--- src/rtl/mem_seq_pkg.sv ---
// Shared constants for the SRAM time-slot sequencer: slot owners, slot and
// phase indices, and the SRAM windows used by the video fetches.
package mem_seq_pkg;

  typedef enum logic [2:0] {
    OWN_NONE = 3'd0,
    OWN_VRAM = 3'd1,
    OWN_CROM = 3'd2,
    OWN_CPU  = 3'd3,
    OWN_HOST = 3'd4
  } owner_e;

  localparam logic [1:0] SLOT_VRAM = 2'd0;
  localparam logic [1:0] SLOT_CROM = 2'd1;
  localparam logic [1:0] SLOT_CPU  = 2'd2;
  localparam logic [1:0] SLOT_HOST = 2'd3;

  localparam logic [1:0] C0 = 2'd0;
  localparam logic [1:0] C1 = 2'd1;
  localparam logic [1:0] C2 = 2'd2;
  localparam logic [1:0] C3 = 2'd3;

  localparam logic [16:0] VRAM_BASE = 17'h08000;
  localparam logic [16:0] CROM_BASE = 17'h10000;

  // Video windows are 2 KB; bit 11 of the video address only picks the slot.
  function automatic logic [16:0] video_map(input logic [16:0] base,
                                            input logic [11:0] addr);
    return base | {6'd0, addr[10:0]};
  endfunction

endpackage

--- src/rtl/mem_sequencer.sv ---
// Shares one SRAM between video fetch, CPU and host in a 16-clock frame of
// four 4-clock slots; all outputs registered, inputs latched at the end of c0.
module mem_sequencer
  import mem_seq_pkg::*;
(
  input  logic        clk,
  input  logic        reset,
  input  logic        video_en,
  input  logic [11:0] video_addr,
  output logic [7:0]  video_data,
  output logic        video_ram_strobe,
  output logic        video_rom_strobe,
  input  logic        cpu_halt,
  input  logic [15:0] cpu_addr,
  input  logic        cpu_we,
  input  logic [7:0]  cpu_wdata,
  output logic [7:0]  cpu_rdata,
  output logic        cpu_clk_en,
  input  logic        host_req,
  input  logic [16:0] host_addr,
  input  logic        host_we,
  input  logic [7:0]  host_wdata,
  output logic        host_ack,
  output logic [7:0]  host_rdata,
  output logic [16:0] ram_addr,
  output logic [7:0]  ram_data_out,
  output logic        ram_data_oe,
  input  logic [7:0]  ram_data_in,
  output logic        ram_oe_n,
  output logic        ram_we_n
);

  logic        run_q, run_d;
  logic [3:0]  count_q, count_d;
  logic        vid_en_q, vid_en_d;
  owner_e      owner_q, owner_d, owner_sel;
  logic        we_q, we_d;
  logic [16:0] ram_addr_q, ram_addr_d;
  logic [7:0]  ram_data_out_q, ram_data_out_d;
  logic        ram_data_oe_q, ram_data_oe_d;
  logic        ram_oe_n_q, ram_oe_n_d;
  logic        ram_we_n_q, ram_we_n_d;
  logic        vram_stb_q, vram_stb_d;
  logic        crom_stb_q, crom_stb_d;
  logic        cpu_clk_en_q, cpu_clk_en_d;
  logic        host_ack_q, host_ack_d;
  logic [7:0]  video_data_q, video_data_d;
  logic [7:0]  cpu_rdata_q, cpu_rdata_d;
  logic [7:0]  host_rdata_q, host_rdata_d;

  logic        end_c0, end_c2;
  logic [1:0]  phase_d, slot_d;
  logic        rd_d, wr_d;

  always_comb begin
    owner_sel = OWN_NONE;
    case (count_q[3:2])
      SLOT_VRAM: owner_sel = vid_en_q ? OWN_VRAM : (host_req ? OWN_HOST : OWN_NONE);
      SLOT_CROM: owner_sel = vid_en_q ? OWN_CROM : (host_req ? OWN_HOST : OWN_NONE);
      SLOT_CPU:  owner_sel = !cpu_halt ? OWN_CPU : (host_req ? OWN_HOST : OWN_NONE);
      default:   owner_sel = host_req ? OWN_HOST : OWN_NONE;
    endcase
  end

  always_comb begin
    // The first edge after reset only arms the counter, so it lands on c0.
    run_d   = 1'b1;
    count_d = run_q ? count_q + 4'd1 : 4'd0;
    phase_d = count_d[1:0];
    slot_d  = count_d[3:2];
    end_c0  = run_q && (count_q[1:0] == C0);
    end_c2  = run_q && (count_q[1:0] == C2);

    vid_en_d = (count_d == 4'd0) ? video_en : vid_en_q;

    owner_d        = owner_q;
    we_d           = we_q;
    ram_addr_d     = ram_addr_q;
    ram_data_out_d = ram_data_out_q;
    if (end_c0) begin
      owner_d = owner_sel;
      we_d    = 1'b0;
      case (owner_sel)
        OWN_VRAM: ram_addr_d = video_map(VRAM_BASE, video_addr);
        OWN_CROM: ram_addr_d = video_map(CROM_BASE, video_addr);
        OWN_CPU: begin
          ram_addr_d = {1'b0, cpu_addr};
          we_d       = cpu_we;
          if (cpu_we) ram_data_out_d = cpu_wdata;
        end
        OWN_HOST: begin
          ram_addr_d = host_addr;
          we_d       = host_we;
          if (host_we) ram_data_out_d = host_wdata;
        end
        default: ;
      endcase
    end else if (phase_d == C0) begin
      owner_d = OWN_NONE;
      we_d    = 1'b0;
    end

    rd_d = (owner_d != OWN_NONE) && !we_d;
    wr_d = (owner_d != OWN_NONE) && we_d;

    ram_oe_n_d    = !(rd_d && ((phase_d == C1) || (phase_d == C2)));
    ram_we_n_d    = !(wr_d && (phase_d == C2));
    ram_data_oe_d = wr_d && (phase_d != C0);
    cpu_clk_en_d  = (owner_d == OWN_CPU) && (phase_d == C3);
    host_ack_d    = (owner_d == OWN_HOST) && (phase_d == C3);

    vram_stb_d = vid_en_d && (slot_d == SLOT_VRAM);
    crom_stb_d = vid_en_d && (slot_d == SLOT_CROM);

    video_data_d = video_data_q;
    cpu_rdata_d  = cpu_rdata_q;
    host_rdata_d = host_rdata_q;
    if (end_c2 && !we_q) begin
      case (owner_q)
        OWN_VRAM, OWN_CROM: video_data_d = ram_data_in;
        OWN_CPU:            cpu_rdata_d  = ram_data_in;
        OWN_HOST:           host_rdata_d = ram_data_in;
        default: ;
      endcase
    end
  end

  always_ff @(posedge clk or posedge reset) begin
    if (reset) begin
      run_q          <= 1'b0;
      count_q        <= 4'd0;
      vid_en_q       <= 1'b0;
      owner_q        <= OWN_NONE;
      we_q           <= 1'b0;
      ram_addr_q     <= 17'd0;
      ram_data_out_q <= 8'd0;
      ram_data_oe_q  <= 1'b0;
      ram_oe_n_q     <= 1'b1;
      ram_we_n_q     <= 1'b1;
      vram_stb_q     <= 1'b0;
      crom_stb_q     <= 1'b0;
      cpu_clk_en_q   <= 1'b0;
      host_ack_q     <= 1'b0;
      video_data_q   <= 8'd0;
      cpu_rdata_q    <= 8'd0;
      host_rdata_q   <= 8'd0;
    end else begin
      run_q          <= run_d;
      count_q        <= count_d;
      vid_en_q       <= vid_en_d;
      owner_q        <= owner_d;
      we_q           <= we_d;
      ram_addr_q     <= ram_addr_d;
      ram_data_out_q <= ram_data_out_d;
      ram_data_oe_q  <= ram_data_oe_d;
      ram_oe_n_q     <= ram_oe_n_d;
      ram_we_n_q     <= ram_we_n_d;
      vram_stb_q     <= vram_stb_d;
      crom_stb_q     <= crom_stb_d;
      cpu_clk_en_q   <= cpu_clk_en_d;
      host_ack_q     <= host_ack_d;
      video_data_q   <= video_data_d;
      cpu_rdata_q    <= cpu_rdata_d;
      host_rdata_q   <= host_rdata_d;
    end
  end

  assign ram_addr         = ram_addr_q;
  assign ram_data_out     = ram_data_out_q;
  assign ram_data_oe      = ram_data_oe_q;
  assign ram_oe_n         = ram_oe_n_q;
  assign ram_we_n         = ram_we_n_q;
  assign video_ram_strobe = vram_stb_q;
  assign video_rom_strobe = crom_stb_q;
  assign cpu_clk_en       = cpu_clk_en_q;
  assign host_ack         = host_ack_q;
  assign video_data       = video_data_q;
  assign cpu_rdata        = cpu_rdata_q;
  assign host_rdata       = host_rdata_q;

endmodule

--- config.mk ---
export PLATFORM = sky130hd
export DESIGN_NAME = mem_sequencer
export DESIGN_NICKNAME = d
export VERILOG_FILES = /design/src/rtl/mem_seq_pkg.sv /design/src/rtl/mem_sequencer.sv
export SDC_FILE = /design/constraint.sdc
export NUM_CORES = 1
export LEC_CHECK = 0
export ABC_CLOCK_PERIOD_IN_PS = 3100
export CAP_MARGIN = 0
export CORE_UTILIZATION = 45
export DETAILED_ROUTE_END_ITERATION = 8
export HOLD_SLACK_MARGIN = 0.02
export PLACE_DENSITY = 0.95
export REMOVE_ABC_BUFFERS = 1
export SYNTH_ARGS = -nofsm -noshare
export SYNTH_HDL_FRONTEND = slang
export SYNTH_SLANG_ARGS = --single-unit
--- constraint.sdc ---
create_clock -name clk -period 3.1 [get_ports clk]
set_input_delay 0.62 -clock clk [delete_from_list [all_inputs] [get_ports clk]]
set_output_delay 0.62 -clock clk [all_outputs]
set_load 0.01 [all_outputs]
==> results.cfg, run 1 <==
[setup_path]
cp-end-kind = flip-flop
cp.arrival_ps = 2770
critical_path_required_ps = 3290
critical_path.top_delay_family = compound AO/OA/AOI/OAI gates
worstSetupPathType = in -> reg
crit_buf_inv = 1
worstPathMaxFanout = 15
cpMaxStageDelayCell = a21oi_1
worstPathCellList = clkdlybuf4s50_1, nor3b_2, a21oi_1, a21o_1, o221ai_1
start_kind = primary input
crit_path_max_incr_delay_ps = 770

[die]
coreArea_um2 = 6390
ios = 132
start_util_pct = 47.1
fp.dieArea_um2 = 7020
fp-row-count = 29
die_w_um = 83.8
die_y_um = 83.8

[sta]
tightest_slew_ps = 996
whs_ps = 493
rsz0062_at_grt = false
timing.final.ws_setup_ps = 518
setup_viol = 0
worst_clock_skew_ps = 10.8
fin_crit_sh_pct = 83.3
slew_violations = 0
hold_viol_final = 0
fmaxAchievable_mhz = 387
min_period_ps = 2580
setup-tns-final_ps = 0
relSlewSlack_pct = 33.6

[synth]
netlist_area_um2 = 3010
ys_types = 46
synth_most_common_cell = dfrtp_1
yosys-top-cells-count = dfrtp_1, mux2_2, nand2_1, a22oi_1, o221ai_1
syn-instance-count = 250
synth-seq-cells = 66
synth_area_leader_cell = dfrtp_1
synth_top_area_share_pct = 53.2
yosys_warnings = 0
ys_seq_area_share_pct = 55.0
synth-edff-count = 0
avgSynthCellArea_um2 = 12.0
async_flop_share_pct = 100
synth_area_leaders = dfrtp_1, mux2_2, nand2_1
yosys_most_used_dff = dfrtp_1

[clock_tree]
clockBufferDepth = 2
insertion_delay_ps = 340
numCtsBuffers = 9
post_cts_buffers = 0
path_clk_slew_ps = 70
numClockSinks = 66
cts_hold_buf = 0
htreeDepth = 3
root_buffer = clkbuf_8
cts_tree = done
postCtsResizedCells = 0

[routing]
via_count = 2560
drc = 0
wl_um = 7850
routedWlPerCell_um = 16.9
drt-initial-drc-count = 136
drt-pass1-iter-count = 4
routed_via_density = 5.51
drt.antenna.violating_nets = 0

[finish]
fillers = 438
drive_gt1_share_pct = 17.8
area_growth_pct = 51.7
diodes = 0
nNetsFinal = 465

[placement]
gp_congestion = 0.773
dp_hpwl_um = 5710
dp_worst_setup_slack_ps = 208
port_buffers = 130

[power_and_ir_drop]
ir_drop_uv = 429
p_per_area_nw_per_um2 = 615
p_leak_nw = 1.97
power_w = 0.00281

[flow_run]
drv_cap = 0

[grt]
antenna_found_initial = 0
grt_pass1_vias = 2633
gr-total-overflow = 0
grt_pass1_wl_um = 12800
grt_use_total_pct = 23.4
grt_max_degree = 36

[run_status]
run_status = finished, final reports clean

[min_path]
hold_path.class = reg -> reg
cell type report:
cell class	instances	area (um2)	share of cell area [%]
clock buffer	9	124	2.71
clock inverter	7	53.8	1.18
timing repair buffer	134	1330	29.2
tap	77	96.3	2.11
sequential	66	1650	36.2
inverter	8	30.0	0.658
multi-input combinational	164	1270	27.9
cell families after synthesis:
| kind of cell | after synthesis | synth area share, % |
|---|---|---|
| DFF | 66 | 55.0 |
| muxes | 43 | 16.3 |
| adders and majority gates | 6 | 2.49 |
| and+or+nand+nor | 63 | 10.6 |
| AOI/OAI and AO/OA | 49 | 11.9 |
| buffers and inverters | 20 | 3.12 |
| xor gates and xnor gates | 2 | 0.582 |
| other | 1 | 0.125 |
metal layers:
metal  global-route usage (%)  part of all wire (%)  vias up
li1                         -                     -     1169
met1                     27.7                    38     1255
met2                     40.5                    53      115
met3                     7.02                   7.0       21
met4                     8.32                   2.2        0
met5                        0                     0        -
state kept, by name, summed over array words and instances (netlist names), 3 cells and up:
register,cells
count_q,4
cpu_rdata,8
owner_q,3
ram_addr,17
video_data,8
ram_data_out,8
host_rdata,8
placed cells by master, fill, tap and decap left out, drive strengths merged, types with 4 or more instances in the layout:
cell type        n
and3             4
nand2           35
clkbuf           9
a22oi           14
mux2            41
inv             10
dfrtp           64
o221ai          10
ha               6
clkdlybuf4s50  130
o21ai            9
nor2             4
buf              4
a21oi            5
worst register-to-register path: cells and delay by family (launching register included):
| family | cells | cell delay (ps) |
|---|---|---|
| AO/OA/AOI/OAI | 3 | 1580 |
| flip-flops | 1 | 430 |
| AND/OR/NAND/NOR | 1 | 220 |
worst paths after layout:
path | startpoint | to | slack, ps | cells after the start
max in group asynchronous | reset | ram_oe_n$_DFF_PP1_ | 2020 | 3
worst min register to register | ram_addr[13]$_DFFE_PP0P_ | ram_addr[13]$_DFFE_PP0P_ | 490 | 2
worst max-delay path | cpu_halt | ram_addr[6]$_DFFE_PP0P_ | 520 | 5
worst min-delay path | ram_addr[13]$_DFFE_PP0P_ | ram_addr[13]$_DFFE_PP0P_ | 490 | 2
worst max register to register | count_q[3]$_DFF_PP0_ | ram_addr[6]$_DFFE_PP0P_ | 730 | 4
min in group asynchronous | reset | ram_addr[12]$_DFFE_PP0P_ | 690 | 3
per-stage QoR:
| stage | instances | area (um2) | utilization, % |
|---|---|---|---|
| 5_1_grt | 465 | 4560 | 71.5 |
| 2_1_floorplan | 238 | 2950 | - |
| 4_1_cts | 465 | 4560 | 71.5 |
| 3_5_place_dp | 449 | 4390 | 68.7 |
| 6_report | 465 | 4560 | 71.5 |
| 3_3_place_gp | 449 | 4390 | 68.7 |
power breakdown:
| part | total, W | internal, W | switching (W) |
|---|---|---|---|
| clock network | 0.000638 | 0.000295 | 0.000344 |
| registers | 0.00119 | 0.00107 | 0.000122 |
| logic | 0.000977 | 0.000601 | 0.000376 |
| total | 0.00281 | 0.00197 | 0.000841 |
(Power assumes the default switching activity.)
==> inputs of run 2 (changes only) <==
--- a/config.mk
+++ b/config.mk
@@ -5,12 +5,12 @@
 export SDC_FILE = /design/constraint.sdc
 export NUM_CORES = 1
 export LEC_CHECK = 0
-export ABC_CLOCK_PERIOD_IN_PS = 3100
+export ABC_CLOCK_PERIOD_IN_PS = 2500
 export CAP_MARGIN = 0
-export CORE_UTILIZATION = 45
+export CORE_UTILIZATION = 42
 export DETAILED_ROUTE_END_ITERATION = 8
 export HOLD_SLACK_MARGIN = 0.02
-export PLACE_DENSITY = 0.95
+export PLACE_DENSITY = 0.9
 export REMOVE_ABC_BUFFERS = 1
 export SYNTH_ARGS = -nofsm -noshare
 export SYNTH_HDL_FRONTEND = slang
==> constraint.sdc (replaced) <==
create_clock -name clk -period 2.5 [get_ports clk]
set_input_delay 0.5 -clock clk [delete_from_list [all_inputs] [get_ports clk]]
set_output_delay 0.5 -clock clk [all_outputs]
set_load 0.01 [all_outputs]
==> run 2 against run 1 <==
  * Setup slack got worse by 97 ps
  * First-iteration DRC count increased by 2.9%
  * Highest routed layer unchanged
  * Non-clock buffer count increased by 1
  * Combinational power increased by 25%
  * Register-to-register slack got worse by 140 ps
  * Final area increased by 1.5%
  * Sequential share of layout area decreased by 0.55 points
  * Wire length decreased by 2.6%
==> results.cfg, run 2 (synthesized netlist as in run 1, its figures left out) <==
[placement]
dp_worst_setup_slack_ps = 124
port_buffers = 130
gp_congestion = 0.780
dp_hpwl_um = 5600

[setup_path]
cp.arrival_ps = 2300
reg2reg_to = ram_data_out[6]$_DFFE_PP0P_
rrSetupSlack_ps = 590
worstSetupPathType = in -> reg
critical_path.top_delay_family = simple AND/OR/NAND/NOR gates
crit_path_max_incr_delay_ps = 470
worstPathMaxFanout = 9
crit_buf_inv = 1
rr_startpoint = count_q[2]$_DFF_PP0_
cpMaxStageDelayCell = clkdlybuf4s50_1
cp-end-kind = flip-flop
critical_path_required_ps = 2720
start_kind = primary input
worst_r2r_path_depth = 4
worstPathCellList = clkdlybuf4s50_1, nor4bb_1, a41oi_1, nor2_2, mux2_2

[sta]
fmaxAchievable_mhz = 481
tightest_slew_ps = 506
slew_violations = 0
fin_crit_sh_pct = 83.1
min_period_ps = 2080
timing.final.ws_setup_ps = 421
rsz0062_at_grt = false
hold_viol_final = 0
worst_clock_skew_ps = 11.3
relSlewSlack_pct = 66.2
setup_viol = 0

[grt]
grt_use_total_pct = 21.3
grt_max_degree = 67
antenna_found_initial = 0
grt_pass1_vias = 2573
grt_pass1_wl_um = 12300
gr-total-overflow = 0

[power_and_ir_drop]
p_per_area_nw_per_um2 = 774
power_w = 0.00359
p_leak_nw = 1.99
ir_drop_uv = 563

[routing]
drt-initial-drc-count = 140
drt.antenna.violating_nets = 0
via_count = 2525
drt-pass1-iter-count = 4
wl_um = 7650
routed_via_density = 5.21
drc = 0
routedWlPerCell_um = 15.8

[finish]
layout_common_cells = clkdlybuf4s50_1, dfrtp_1, mux2_2, nand2_1, a22oi_1
register_area_um2 = 1650
area_growth_pct = 54.0
diodes = 0
largest_reg_flops = 17
drive_gt1_share_pct = 18.0
multi_input_area_um2 = 1270
postLayoutCoreUtil_pct = 67.5
final_common_cell = clkdlybuf4s50_1
fillers = 533
nNetsFinal = 466

[min_path]
hold_end = ram_addr[16]$_DFFE_PP0P_
min-delay-start = ram_addr[16]$_DFFE_PP0P_
hold_path.class = reg -> reg
hold_path_depth = 2

[die]
ios = 132
fp.dieArea_um2 = 7510
fp-row-count = 30
die_w_um = 86.6
start_util_pct = 43.8
die_y_um = 86.6
coreArea_um2 = 6870

[clock_tree]
path_clk_slew_ps = 70
cts_hold_buf = 0
numCtsBuffers = 9
postCtsResizedCells = 0
htreeDepth = 3
clockBufferDepth = 2
post_cts_buffers = 0
root_buffer = clkbuf_8
cts_tree = done
insertion_delay_ps = 340
numClockSinks = 66

[flow_run]
drv_cap = 0

[run_status]
run_status = finished, final reports clean
-- run 2: cell types whose count changed in the layout (fill, tap and decap cells not counted), sizes merged --
cell    before  now
bufinv       0    1
clkbuf       9   10
inv         10    8
buf          4    5
-- run 2: layout make-up --
cell class | instances | share of cell area, %
Sequential cell | 66 | 35.7
Multi-Input combinational cell | 164 | 27.5
Inverter | 8 | 0.648
Clock inverter | 6 | 1.43
Tap cell | 96 | 2.59
Timing Repair Buffer | 135 | 29.2
Clock buffer | 10 | 2.97
-- run 2: through the flow --
step | cell area [um2] | hold slack [ps] | std cells | TNS [ps]
6_report | 4630 | 485 | 485 | 0
3_5_place_dp | 4430 | 471 | 469 | 0
4_1_cts | 4630 | 487 | 485 | 0
2_1_floorplan | 2950 | 505 | 238 | -4430
5_1_grt | 4630 | 519 | 485 | 0
3_3_place_gp | 4430 | 464 | 469 | 0
-- run 2: worst min-delay path, stage by stage, from the launching register on --
cell     delay, ps
dfrtp_1        350
nand2_1         40
o21ai_0         60
-- run 2: worst max path at each step --
stage                     startpoint                     endpoint  slack [ps]  cells after the start
final                       cpu_halt  ram_data_out[6]$_DFFE_PP0P_         420                      5
after global routing        cpu_halt  ram_data_out[0]$_DFFE_PP0P_         310                      5
after CTS                   cpu_halt  ram_data_out[6]$_DFFE_PP0P_         450                      5
after detailed placement    cpu_halt  ram_data_out[6]$_DFFE_PP0P_         120                      5
after global placement      cpu_halt  ram_data_out[7]$_DFFE_PP0P_         150                      5
after floorplan             cpu_halt     ram_addr[15]$_DFFE_PP0P_        -290                      4
-- run 2: metal layers --
layer	share of wire, %	up-vias	track usage (%)
li1	-	1177	-
met1	39	1245	23.9
met5	0	-	0
met3	6.5	10	6.10
met4	1.3	0	6.36
met2	53	93	39.2
-- run 2: power breakdown --
group | internal, W | switching [W]
Combinational | 0.000752 | 0.000468
Clock | 0.000487 | 0.000406
Sequential | 0.00133 | 0.000147
Total | 0.00257 | 0.00102
==> inputs of run 3 (changes only) <==
--- a/config.mk
+++ b/config.mk
@@ -5,12 +5,12 @@
 export SDC_FILE = /design/constraint.sdc
 export NUM_CORES = 1
 export LEC_CHECK = 0
-export ABC_CLOCK_PERIOD_IN_PS = 2500
+export ABC_CLOCK_PERIOD_IN_PS = 1730
 export CAP_MARGIN = 0
-export CORE_UTILIZATION = 42
+export CORE_UTILIZATION = 38
 export DETAILED_ROUTE_END_ITERATION = 8
 export HOLD_SLACK_MARGIN = 0.02
-export PLACE_DENSITY = 0.9
+export PLACE_DENSITY = 0.86
 export REMOVE_ABC_BUFFERS = 1
 export SYNTH_ARGS = -nofsm -noshare
 export SYNTH_HDL_FRONTEND = slang
==> constraint.sdc (replaced) <==
create_clock -name clk -period 1.73 [get_ports clk]
set_input_delay 0.346 -clock clk [delete_from_list [all_inputs] [get_ports clk]]
set_output_delay 0.346 -clock clk [all_outputs]
set_load 0.01 [all_outputs]
==> run 3 against run 2 <==
  * Largest cell class unchanged
  * The flow now finishes with violations (negative setup slack)
  * Cell count rose by 7.0%
  * Clock skew rose by 1.5 ps
  * Sequential power up 45%
  * Final area is 9.0% higher
  * Critical path depth rose by 1
  * Critical path type is now reg -> reg
==> results.cfg, run 3 (synthesized netlist as in run 1, its figures left out) <==
[run_status]
run_status = finished, violations left
violations = negative setup slack

[routing]
wl_met2_um = 4750
drt-pass1-iter-count = 4
met3_wirelength_um = 386
routed_via_density = 5.07
drt-initial-drc-count = 108
highest_layer = met4
via_count = 2629
routedWlPerCell_um = 16.7
wl_um = 8660
drc = 0
drt-met1-wl_um = 3400
drt.antenna.violating_nets = 0

[clock_tree]
path_clk_slew_ps = 80
cts_hold_buf = 0
insertion_delay_ps = 340
root_buffer = clkbuf_8
htreeDepth = 3
clockBufferDepth = 2
cts_tree = done
numClockSinks = 66
numCtsBuffers = 9

[grt]
gr-total-overflow = 0
antenna_found_initial = 0
grt_use_total_pct = 20.9
grt_max_degree = 32
grt_pass1_wl_um = 13600
grt_pass1_vias = 2704

[die]
die_w_um = 91.0
fp-row-count = 32
fp.dieArea_um2 = 8280
die_y_um = 91.0
coreArea_um2 = 7690
ios = 132
start_util_pct = 39.1

[finish]
drive_gt1_share_pct = 27.1
area_growth_pct = 67.8
register_area_um2 = 1660
layout_common_cells = clkdlybuf4s50_1, dfrtp_1, mux2_2, nand2_1, buf_4
nNetsFinal = 494
fin_area_um2 = 5050
final_common_cell = clkdlybuf4s50_1
multi_input_area_um2 = 1390
largest_reg_flops = 17
fillers = 588
diodes = 0

[sta]
timing.final.ws_setup_ps = -44.2
fin_crit_sh_pct = 103
whs_ps = 313
hold_viol_final = 0
fmaxAchievable_mhz = 564
min_period_ps = 1770
setup_viol = 14
rsz0062_at_grt = true
worst_clock_skew_ps = 12.8
slew_violations = 0
setup-tns-final_ps = -300

[power_and_ir_drop]
pwr-share-comb_pct = 33.6
power_w = 0.00565
ir_drop_uv = 661
power_switching_w = 0.00156
clockPowerShare_pct = 28.5
p_leak_nw = 2.18
seqPwrFrac_pct = 37.9
power.internal_w = 0.00409
p_per_area_nw_per_um2 = 1120
swShare_pct = 27.5

[placement]
place_area_um2 = 4650
port_buffers = 130
dp_worst_setup_slack_ps = -395
gp_congestion = 0.889
dp_hpwl_um = 6250

[setup_path]
critical_path.top_delay_family = compound AO/OA/AOI/OAI gates
start_kind = flip-flop
crit_buf_inv = 2
critical_path_required_ps = 1980
crit_path_max_incr_delay_ps = 420
worstSetupPathType = reg -> reg
cp.arrival_ps = 2020
cp-end-kind = flip-flop
timing.critical_path.mode_cell = buf_4
cpMaxStageDelayCell = dfrtp_1
worstPathCellList = nand2b_1, a21oi_1, buf_4, buf_4, nand2_1, o221ai_1
worstPathMaxFanout = 7

[flow_run]
drv_cap = 0

[min_path]
hold_path.class = in -> async
-- run 3: metrics by stage --
step | util (%) | std cells
2_1_floorplan | - | 238
3_3_place_gp | 60.5 | 498
5_1_grt | 65.7 | 519
6_report | 65.7 | 519
3_5_place_dp | 60.5 | 498
4_1_cts | 64.1 | 515
-- run 3: power by group through the flow --
| stage | registers [W] | clock network, W | logic (W) |
|---|---|---|---|
| 2_1_floorplan | 0.00231 | 0 | 0.000542 |
| 3_3_place_gp | 0.00215 | 0 | 0.00178 |
| 3_5_place_dp | 0.00216 | 0 | 0.00183 |
| 4_1_cts | 0.00214 | 0.00164 | 0.00185 |
| 5_1_grt | 0.00219 | 0.00170 | 0.00202 |
| 6_report | 0.00214 | 0.00161 | 0.00190 |
-- run 3: area by class of cell --
| type | instances | share of cell area, % |
|---|---|---|
| Timing Repair Buffer | 162 | 31.7 |
| Clock buffer | 10 | 2.73 |
| Inverter | 8 | 0.595 |
| Tap cell | 102 | 2.53 |
| Sequential cell | 66 | 32.8 |
| Multi-Input combinational cell | 165 | 27.5 |
| Clock inverter | 6 | 2.25 |
-- run 3: final timing paths --
kind | to | slack, ps | depth (start not counted) | start
worst min register to register | ram_addr[8]$_DFFE_PP0P_ | 490 | 2 | ram_addr[8]$_DFFE_PP0P_
worst max register to register | ram_addr[4]$_DFFE_PP0P_ | -40 | 6 | count_q[3]$_DFF_PP0_
worst max-delay path | ram_addr[4]$_DFFE_PP0P_ | -40 | 6 | count_q[3]$_DFF_PP0_
max in group asynchronous | video_data[5]$_DFFE_PP0P_ | 920 | 3 | reset
worst min-delay path | owner_q[0]$_DFF_PP0_ | 310 | 2 | reset
min in group clk | ram_addr[8]$_DFFE_PP0P_ | 490 | 2 | ram_addr[8]$_DFFE_PP0P_
-- run 3: metal layers --
layer  vias to the layer above  GRT usage [%]
li1                       1231              -
met1                      1297           24.3
met2                        90           38.7
met3                        11           4.02
met4                         0           6.35
met5                         -              0
-- run 3: timing repair --
item / in CTS / in global routing
endpoints found under the setup margin: 15 / 37
gates resized for setup: 9 / 24
pin swaps: 1 / 11
cloned: 1 / 0
setup buffers: 0 / 5
